`src/rtl/spi_shifter.sv`:
```
// SPI mode-3 frame engine: one 16-bit transaction per req/ack handshake.
// Returns the byte clocked in during the second half of the frame.
module spi_shifter #(
  parameter int CLK_DIV = 25
) (
  input  logic        clk_i,
  input  logic        rst_n_i,
  input  logic        req_i,
  input  logic [15:0] pachet_i,
  output logic        ack_o,
  output logic [7:0]  data_o,
  output logic        busy_o,
  output logic        spi_cs_n_o,
  output logic        spi_sclk_o,
  output logic        spi_mosi_o,
  input  logic        spi_miso_i
);

  localparam int CW = (CLK_DIV > 1) ? $clog2(CLK_DIV) : 1;
  localparam logic [CW-1:0] CNT_LAST = CW'(CLK_DIV - 1);

  typedef enum logic [2:0] {
    ST_IDLE     = 3'd0,
    ST_SETUP    = 3'd1,
    ST_SHIFT    = 3'd2,
    ST_HOLD     = 3'd3,
    ST_GAP      = 3'd4,
    ST_ACK      = 3'd5,
    ST_WAIT_LOW = 3'd6
  } state_t;

  state_t        state_r;
  logic [CW-1:0] cnt_r;
  logic          phase_r;
  logic [3:0]    bit_r;
  logic [15:0]   tx_r;
  logic [7:0]    rx_r;
  logic          ack_r;
  logic [7:0]    data_r;
  logic          busy_r;
  logic          cs_n_r;
  logic          sclk_r;
  logic          mosi_r;
  logic          cnt_done_s;
  logic          cs_active_s;

  assign cnt_done_s  = (cnt_r == CNT_LAST);
  assign cs_active_s = (state_r == ST_SETUP) || (state_r == ST_SHIFT) || (state_r == ST_HOLD);

  assign ack_o      = ack_r;
  assign data_o     = data_r;
  assign busy_o     = busy_r;
  assign spi_cs_n_o = cs_n_r;
  assign spi_sclk_o = sclk_r;
  assign spi_mosi_o = mosi_r;

  // Frame FSM; pins are registered from the current state, so they trail it by one cycle.
  always_ff @(posedge clk_i) begin
    if (!rst_n_i) begin
      state_r <= ST_IDLE;
      cnt_r   <= '0;
      phase_r <= 1'b0;
      bit_r   <= 4'd0;
      tx_r    <= 16'h0000;
      rx_r    <= 8'h00;
      ack_r   <= 1'b0;
      data_r  <= 8'h00;
      busy_r  <= 1'b0;
      cs_n_r  <= 1'b1;
      sclk_r  <= 1'b1;
      mosi_r  <= 1'b0;
    end else begin
      ack_r  <= (state_r == ST_ACK);
      busy_r <= (state_r != ST_IDLE);
      cs_n_r <= !cs_active_s;
      sclk_r <= !((state_r == ST_SHIFT) && !phase_r);
      mosi_r <= cs_active_s ? tx_r[15] : 1'b0;
      if (state_r == ST_ACK) begin
        data_r <= rx_r;
      end else begin
        data_r <= data_r;
      end

      case (state_r)
        ST_IDLE: begin
          cnt_r   <= '0;
          phase_r <= 1'b0;
          bit_r   <= 4'd0;
          if (req_i) begin
            tx_r    <= pachet_i;
            rx_r    <= 8'h00;
            state_r <= ST_SETUP;
          end else begin
            state_r <= ST_IDLE;
          end
        end
        ST_SETUP: begin
          if (cnt_done_s) begin
            cnt_r   <= '0;
            phase_r <= 1'b0;
            state_r <= ST_SHIFT;
          end else begin
            cnt_r <= cnt_r + CW'(1);
          end
        end
        ST_SHIFT: begin
          // First cycle of the high half is the edge that raises SCLK on the pin.
          if (phase_r && (cnt_r == '0)) begin
            rx_r <= {rx_r[6:0], spi_miso_i};
          end else begin
            rx_r <= rx_r;
          end
          if (!cnt_done_s) begin
            cnt_r <= cnt_r + CW'(1);
          end else if (!phase_r) begin
            cnt_r   <= '0;
            phase_r <= 1'b1;
          end else begin
            cnt_r   <= '0;
            phase_r <= 1'b0;
            tx_r    <= {tx_r[14:0], 1'b0};
            if (bit_r == 4'd15) begin
              bit_r   <= 4'd0;
              state_r <= ST_HOLD;
            end else begin
              bit_r <= bit_r + 4'd1;
            end
          end
        end
        ST_HOLD: begin
          if (cnt_done_s) begin
            cnt_r   <= '0;
            state_r <= ST_GAP;
          end else begin
            cnt_r <= cnt_r + CW'(1);
          end
        end
        ST_GAP: begin
          if (cnt_done_s) begin
            cnt_r   <= '0;
            state_r <= ST_ACK;
          end else begin
            cnt_r <= cnt_r + CW'(1);
          end
        end
        ST_ACK: begin
          state_r <= ST_WAIT_LOW;
        end
        ST_WAIT_LOW: begin
          if (!req_i) begin
            state_r <= ST_IDLE;
          end else begin
            state_r <= ST_WAIT_LOW;
          end
        end
        default: begin
          state_r <= ST_IDLE;
        end
      endcase
    end
  end

endmodule

```
`config.mk`:
```
export PLATFORM = sky130hd
export DESIGN_NAME = spi_shifter
export DESIGN_NICKNAME = d
export VERILOG_FILES = /design/src/rtl/spi_shifter.sv
export SDC_FILE = /design/constraint.sdc
export NUM_CORES = 1
export LEC_CHECK = 0
export BUFFER_PORTS_ARGS = -buffer_cell sky130_fd_sc_hd__buf_4
export CORE_MARGIN = 3
export CORE_UTILIZATION = 45
export DETAILED_ROUTE_END_ITERATION = 8
export PLACE_DENSITY = 0.69
export SLEW_MARGIN = 10
export SYNTH_ARGS = -nofsm -noshare
export SYNTH_HDL_FRONTEND = slang
export SYNTH_SLANG_ARGS = --single-unit
export TNS_END_PERCENT = 30
```
`constraint.sdc`:
```
create_clock -name clk_i -period 2.1 [get_ports clk_i]
set_input_delay 0.315 -clock clk_i [delete_from_list [all_inputs] [get_ports clk_i]]
set_output_delay 0.315 -clock clk_i [all_outputs]
set_load 0.02 [all_outputs]
```
# --- Word-level counts from Yosys, hierarchy flattened ---
# Cells that the tools add are included.
classes:
  n_addsub: 2
  multipliers: 0
  div: 0
  n_lt_le_gt_ge: 0
  eq_ne: 16
  shifts: 0
  n_mux: 26
  bitwise: 0
  n_reduce_logical: 20
ops:
  columns: ["op", "count"]
  rows:
  - ["$mux 16", 3]
  - ["$pmux 16 s2", 1]
  - ["$mux 3", 7]
  - ["$pmux 3 s7", 1]
  - ["$mux 8", 2]
  - ["$pmux 8 s2", 1]
  - ["$mux 4", 3]
  - ["$ne 2x2->1 const B", 6]
  - ["$pmux 5 s2", 1]
  - ["$eq 3x3->1 const B", 3]
  - ["$reduce_and 3->1", 3]
  - ["$pmux 4 s2", 1]
  - ["$eq 3x2->1 const B", 2]
  - ["$reduce_and 6->1", 1]
  - ["$reduce_bool 3->1", 2]
  - ["$add 5x1->5 const B", 1]
  - ["$eq 5x5->1 const B", 1]
  - ["$logic_not 5->1", 1]
  - ["$mux 5", 1]
  - ["$add 4x1->4 const B", 1]
  - ["$eq 4x4->1 const B", 1]
  - ["$mux 1", 4]
  - ["$ne 2x1->1 const B", 2]
  - ["$reduce_and 4->1", 1]
  - ["other kinds (9)", 14]
word_totals:
  ff_bits: 50
  latchBits: 0
  ram_bits: 0
  rom_bits: 0
  out_inout_bits: 13
  word_cells: 76
  memories: 0

# --- Longest topological paths before layout ---
# Gate-level depths: netlist of the first run.
depth:
  ltp_word: 5
  ltp_mapped: 8
  depth_no_buf: 6

# --- Worst setup path after synthesis of the first run ---
# Ideal clock, no wire load.
synth_timing:
  kind: "register -> register"
  from: "register cnt_r[0]"
  to: "register rx_r[0]"
  setup_time_ps: 72
  arrival_time_ps: 1569
  required_time_ps: 2028
  slack_ps: 460
  stages_incl_launch_ff: 8
  n_path_buf: 1
  cell_sequence: "dfxtp_1 > inv_1 > ha_1 > nand4b_2 > or3_1 > buf_6 > a21oi_4 > mux2i_1"
synth_between:
  elab_chain_len: 4
synth_rtl:
  columns: ["item", "line", "text"]
  rows:
  - ["from (decl)", "33", "logic [CW-1:0] cnt_r;"]
  - ["from (signal assigned)", "103", "cnt_r <= cnt_r + CW'(1);"]
  - ["from (signal assigned)", "114", "cnt_r <= cnt_r + CW'(1);"]
  - ["from (signal assigned)", "135", "cnt_r <= cnt_r + CW'(1);"]
  - ["$logic_not 5->1", "108", "if (phase_r && (cnt_r == '0)) begin"]
  - ["$logic_and 1x1->1", "108", null]
  - ["$ne 2x1->1 (no line)", null, null]
  - ["$reduce_and 3->1 (no line)", null, null]
  - ["to (signal assigned)", "109", "rx_r <= {rx_r[6:0], spi_miso_i};"]
  - ["to (signal assigned)", "111", "rx_r <= rx_r;"]
  - ["to (decl)", "37", "logic [7:0] rx_r;"]
# No other way between the ends.
# A chain may end at the register's enable or synchronous reset.

# --- Worst setup path after layout of the first run ---
layout_timing:
  from: "register cnt_r[0]"
  to: "register rx_r[7]"
# Same word-level chain as after synthesis.

==> results of run 1 <==
==> worst max-delay path: cells and delay by family, from the launching register on <==
kind                     cells  cell delay (ns)
buffers and inverters        1             0.09
multiplexers                 1             0.21
AO/OA/AOI/OAI                1             0.32
adder cells (fa/ha/maj)      1             0.21
flip-flops                   1             0.34
AND/OR/NAND/NOR              2             0.61
==> per-layer routing <==
metal,GRT usage,vias up
li1,-,1047
met1,0.242,947
met2,0.253,41
met3,0.0348,7
met4,0.0552,0
met5,0,-
==> cell type report <==
| class | instances | area share |
|---|---|---|
| clock buffers | 7 | 0.0281 |
| inverters | 6 | 0.00829 |
| well taps | 67 | 0.0309 |
| clock inverters | 1 | 0.0111 |
| multi-input cells | 199 | 0.437 |
| repair buffers | 42 | 0.116 |
| flip-flops and latches | 50 | 0.369 |
==> registers in the layout, summed over array words and instances, names as in the netlist <==
signal	cells
ack_o	1
cnt_r	5
spi_cs_n_o	1
data_o	8
busy_o	1
state_r	3
spi_sclk_o	1
rx_r	8
phase_r	1
spi_mosi_o	1
bit_r	4
tx_r	16
==> cells by family (layout without fill, tap and decap cells) <==
kind of cell | Yosys count | after routing | synth area share
fa+ha+maj | 3 | 3 | 0.0163
simple gates | 116 | 116 | 0.240
buf+inv | 27 | 56 | 0.0537
compound gates | 67 | 67 | 0.199
mux | 13 | 13 | 0.0570
flops | 50 | 50 | 0.434
==> cells in the final DEF (no fill, tap or decap), types with 2 or more instances in the layout <==
cell      instances
o32ai_1           4
nor4_1            6
a31oi_1           2
clkinv_1          2
nand3_1          12
nand2_1          53
buf_4            42
inv_1             4
o21bai_1          6
or2_1             2
nand2b_1          3
mux2i_1          12
dfxtp_1          50
a21oi_1          24
a311oi_1         15
clkbuf_8          5
nor2_1           19
nor3_1            2
ha_1              3
nor2b_1           2
or3_1             4
o21ai_0           8
clkbuf_1          2
==> metrics by stage <==
stage | total power, mW | instances | hold slack [ns] | setup WS (ns)
6_report | 1.92 | 372 | 0.279 | 0.266
5_1_grt | 2.01 | 372 | 0.259 | 0.146
4_1_cts | 1.94 | 372 | 0.265 | 0.274
3_5_place_dp | 1.28 | 364 | 0.424 | 0.280
3_3_place_gp | 1.27 | 364 | 0.427 | 0.336
2_1_floorplan | 1.21 | 276 | 0.408 | 0.460
==> power by group <==
| part | internal (mW) | switching (mW) | total, mW | leakage [nW] |
|---|---|---|---|---|
| Combinational | 0.0992 | 0.137 | 0.236 | 0.646 |
| Sequential | 0.989 | 0.0345 | 1.02 | 0.407 |
| Clock | 0.357 | 0.300 | 0.657 | 0.0524 |
==> worst paths after layout <==
path	from	to	slack, ns
min	pachet_i[0]	tx_r[0]	0.28
min reg2reg	tx_r[15]	spi_mosi_o	0.44
max	cnt_r[0]	rx_r[7]	0.27
max reg2reg	cnt_r[0]	rx_r[7]	0.27
==> results_dict.tcl, run 1 <==
set metrics [dict create \
    critical_path_class "flip-flop to flip-flop" \
    ys_seq_elements 50 \
    synthesis.instances 276 \
    synth_nets 299 \
    routed.top_layer "met4" \
    yosys.cell_count.top_type "nand2_1" \
    synth_cell_types 45 \
    fin_area_um2 2720 \
    synthTopCellsByArea "dfxtp_1 (43%), nand2_1 (8.6%), a311oi_1 (5.7%), a21oi_1 (5.2%), mux2i_1 (5.2%)" \
    syn_area_um2 2310 \
    setup_viol 0 \
    synth-edff-count 0 \
    holdPathStages 3 \
    slowest_stage "or3_1" \
    crit_fanout 8 \
    min_path_type "input port to flip-flop" \
    status "completed" \
    powerDensity_nw_per_um2 706 \
    post_cts_buffers 0 \
    startpoint_type "flip-flop" \
    initial_core_util 0.476 \
    synth_largest_area_cell "dfxtp_1" \
    rsz0062_at_grt "no" \
    yosysWarnings 0 \
    cts.path.max_buffers 2 \
    placed_cell_area_um2 2610 \
    fin_skew_ns 0.00484 \
    gp_congestion 0.769 \
    grt_overflow_total 0 \
    totalWireLength_um 4990 \
    die_h_um 77.6 \
    detail-route-antenna-nets 0 \
    viasPerCell 5.49 \
    cts_tree "yes" \
    cts.clk_slew.worst_paths_ns 0.08 \
    vias 2042 \
    wire_per_inst_um 13.4 \
    irDropWorstVdd_uv 313 \
    finalMaxSlewViolations 0 \
    drive_gt1_frac 0.180 \
    ys_seq_area_frac 0.434 \
    antenna_found_initial 0 \
    drc 0 \
    crit_required_ns 2.33 \
    synthToLayoutAreaGrowth_pct 17.7 \
    path_cells "inv_1 -> ha_1 -> nand4b_2 -> or3_1 -> a21oi_4 -> mux2i_1" \
    period_share 0.873 \
    cts_resized 0 \
    synth_common_cells "nand2_1 (53), dfxtp_1 (50), a21oi_1 (24)" \
    die-width_um 77.6 \
    cp-end-kind "flip-flop" \
    wl_met2_um 2260 \
    diodes 0 \
    slowest_delay_ns 0.47 \
    grt_max_degree 23 \
    multi_input_area_um2 1190 \
    finalHoldViolations 0 \
    clock_latency_ns 0.30 \
    htreeDepth 2 \
    max_cap_violations 0 \
    grt_pass1_wl_um 8470 \
    synth_ff_type "dfxtp_1" \
    cts_hold_buf 0 \
    root_buffer "clkbuf_8" \
    grt_usage 0.169 \
    final_nets 327 \
    cts_made_buffers 5 \
    tns_ns 0 \
    worstPathArrival_ns 2.06 \
    dr.pass1.iters 4 \
    dp_hpwl_um 3370 \
    wl_met1_um 2460 \
    max_clock_freq_mhz 545 \
    fill_cells 466 \
    die_area_um2 6020 \
    first_global_vias 1839 \
    placementRows 25 \
    ios 33 \
    io_buffer_count 32 \
    worst_pin_slew_ns 0.689 \
    p_leak_nw 1.11 \
    seq_area_um2 1000 \
    fin_crit_ns 1.83 \
    drtIter0Drc 161 \
    async_flop_share 0 \
    synth.top_cell.area_share 0.434 \
    clkSinkCount 50 \
    utilization 0.560 \
    met3_length_um 206 \
    max_slew_margin 0.540 \
    r2r_cells 6 \
    coreArea_um2 4850 \
    syn_area_per_cell_um2 8.35 \
]
Note: power is estimated with default switching activity, not from simulation.
==> run 2, diff against run 1 <==
- CORE_ASPECT_RATIO: default -> 0.8
- REMOVE_ABC_BUFFERS: default -> 1
==> run 2 against run 1 <==
Critical path type unchanged. Via count is 2.8% lower. Largest power group unchanged. Critical path depth stayed put. Design area is 1.3% lower. Power is 5.5% lower. Clock skew is 0.0053 ns higher. Highest routed layer unchanged. Worst setup slack hardly changed. Core utilization is 0.25 points higher. Combinational power is 5% higher.
==> results_dict.tcl, run 2 (same netlist as run 1, synthesis figures left out) <==
set metrics [dict create \
    status "completed" \
    worstPathArrival_ns 2.07 \
    setup_viol 0 \
    coreArea_um2 4760 \
    r2r_setup_slack_ns 0.27 \
    p_switching_uw 483 \
    gp_congestion 0.846 \
    max_clock_freq_mhz 545 \
    root_buffer "clkbuf_8" \
    cts_tree "yes" \
    max_slew_margin 0.588 \
    p_leak_nw 1.10 \
    p_clk_frac 0.302 \
    die_h_um 70.0 \
    pwr-share-comb 0.137 \
    pwr-share-seq 0.561 \
    drtIter0Drc 86 \
    io_buffer_count 32 \
    switching_share 0.267 \
    internal_power_mw 1.33 \
    multi_input_area_um2 1190 \
    cts.path.max_buffers 2 \
    initial_core_util 0.484 \
    critical_path_class "flip-flop to flip-flop" \
    seq_area_um2 1000 \
    drc 0 \
    cts_resized 0 \
    synthToLayoutAreaGrowth_pct 16.2 \
    finalHoldViolations 0 \
    first_global_vias 1781 \
    worst_pin_slew_ns 0.618 \
    max_cap_violations 0 \
    viasPerCell 5.45 \
    htreeDepth 2 \
    grt_usage 0.169 \
    grt_overflow_total 0 \
    path_cells "inv_1 -> ha_1 -> nand4b_2 -> or3_1 -> a21oi_4 -> mux2i_1" \
    die-width_um 86.0 \
    grt_max_degree 23 \
    vias 1984 \
    crit_fanout 8 \
    fin_crit_ns 1.83 \
    largest-register "tx_r" \
    dr.pass1.iters 4 \
    totalWireLength_um 4950 \
    startpoint_type "flip-flop" \
    finalMaxSlewViolations 0 \
    min_path_type "input port to flip-flop" \
    fill_cells 455 \
    antenna_found_initial 0 \
    cts_hold_buf 0 \
    crit_required_ns 2.33 \
    hold_ws_ns 0.277 \
    largest_reg_flops 16 \
    cts.clk_slew.worst_paths_ns 0.09 \
    post_cts_buffers 0 \
    die_area_um2 6020 \
    diodes 0 \
    detail-route-antenna-nets 0 \
    utilization 0.563 \
    dp_hpwl_um 3350 \
    cts_made_buffers 5 \
    slowest_stage "or3_1" \
    crit_family "simple AND/OR/NAND/NOR gates" \
    wire_per_inst_um 13.6 \
    fin_skew_ns 0.0102 \
    wl_met1_um 2530 \
    met3_length_um 242 \
    grt_pass1_wl_um 8270 \
    rsz0062_at_grt "no" \
    cp-end-kind "flip-flop" \
    powerDensity_nw_per_um2 676 \
    routed.top_layer "met4" \
    placementRows 22 \
    clock_latency_ns 0.30 \
    slowest_delay_ns 0.47 \
    ios 33 \
    layout_common_cells "nand2_1 (53), dfxtp_1 (50), buf_4 (41)" \
    drive_gt1_frac 0.181 \
    clkSinkCount 50 \
    final_common_cell "nand2_1" \
    irDropWorstVdd_uv 352 \
    final_nets 326 \
    period_share 0.873 \
    critPathBufInv 1 \
    wl_met2_um 2120 \
]
## run 2: changes by cell type in the layout (fill, tap and decap cells not counted), sizes merged
cell    before  now
clkinv       2    4
buf         42   41
bufinv       1    0
clkbuf       7    6
## run 2: worst register-to-register path, cell delays in order (launching register included)
cell and delay, ns:
dfxtp_1 0.34, inv_1 0.09, ha_1 0.20, nand4b_2 0.14, or3_1 0.47, a21oi_4 0.32
mux2i_1 0.22
## run 2: per-layer routing
metal  global-route usage  vias up
met2                0.249       45
li1                     -     1036
met3               0.0377        4
met5                    0        -
met4               0.0580        0
met1                0.240      899
## run 2: layout make-up
cell class                      count  area share
Clock inverter                      2     0.00514
Inverter                            6     0.00841
Tap cell                           60      0.0280
Multi-Input combinational cell    199       0.443
Sequential cell                    50       0.374
Timing Repair Buffer               41       0.115
Clock buffer                        6      0.0271
## run 2: power groups by stage
stage | Sequential, mW | Combinational, mW | Clock [mW]
6_report | 1.02 | 0.247 | 0.547
5_1_grt | 1.02 | 0.276 | 0.606
4_1_cts | 1.02 | 0.247 | 0.567
3_5_place_dp | 1.04 | 0.246 | 0
3_3_place_gp | 1.04 | 0.243 | 0
2_1_floorplan | 1.04 | 0.145 | 0
## run 2: worst paths after layout
| path | cells past startpoint | start | to |
|---|---|---|---|
| worst max-delay path | 6 | cnt_r[0] | rx_r[7] |
| worst min register to register | 2 | tx_r[15] | spi_mosi_o |
| worst min-delay path | 3 | spi_miso_i | rx_r[0] |
| worst max register to register | 6 | cnt_r[0] | rx_r[7] |
## run 2: metrics by stage
step           cell area (um2)  worst slack [ns]  TNS (ns)  cells  total power, mW
2_1_floorplan             2200            -0.296    -0.883    255             1.19
4_1_cts                   2680             0.263         0    364             1.83
5_1_grt                   2680            0.0904         0    364             1.90
3_3_place_gp              2590             0.342         0    356             1.28
3_5_place_dp              2590             0.253         0    356             1.28
6_report                  2680             0.266         0    364             1.81
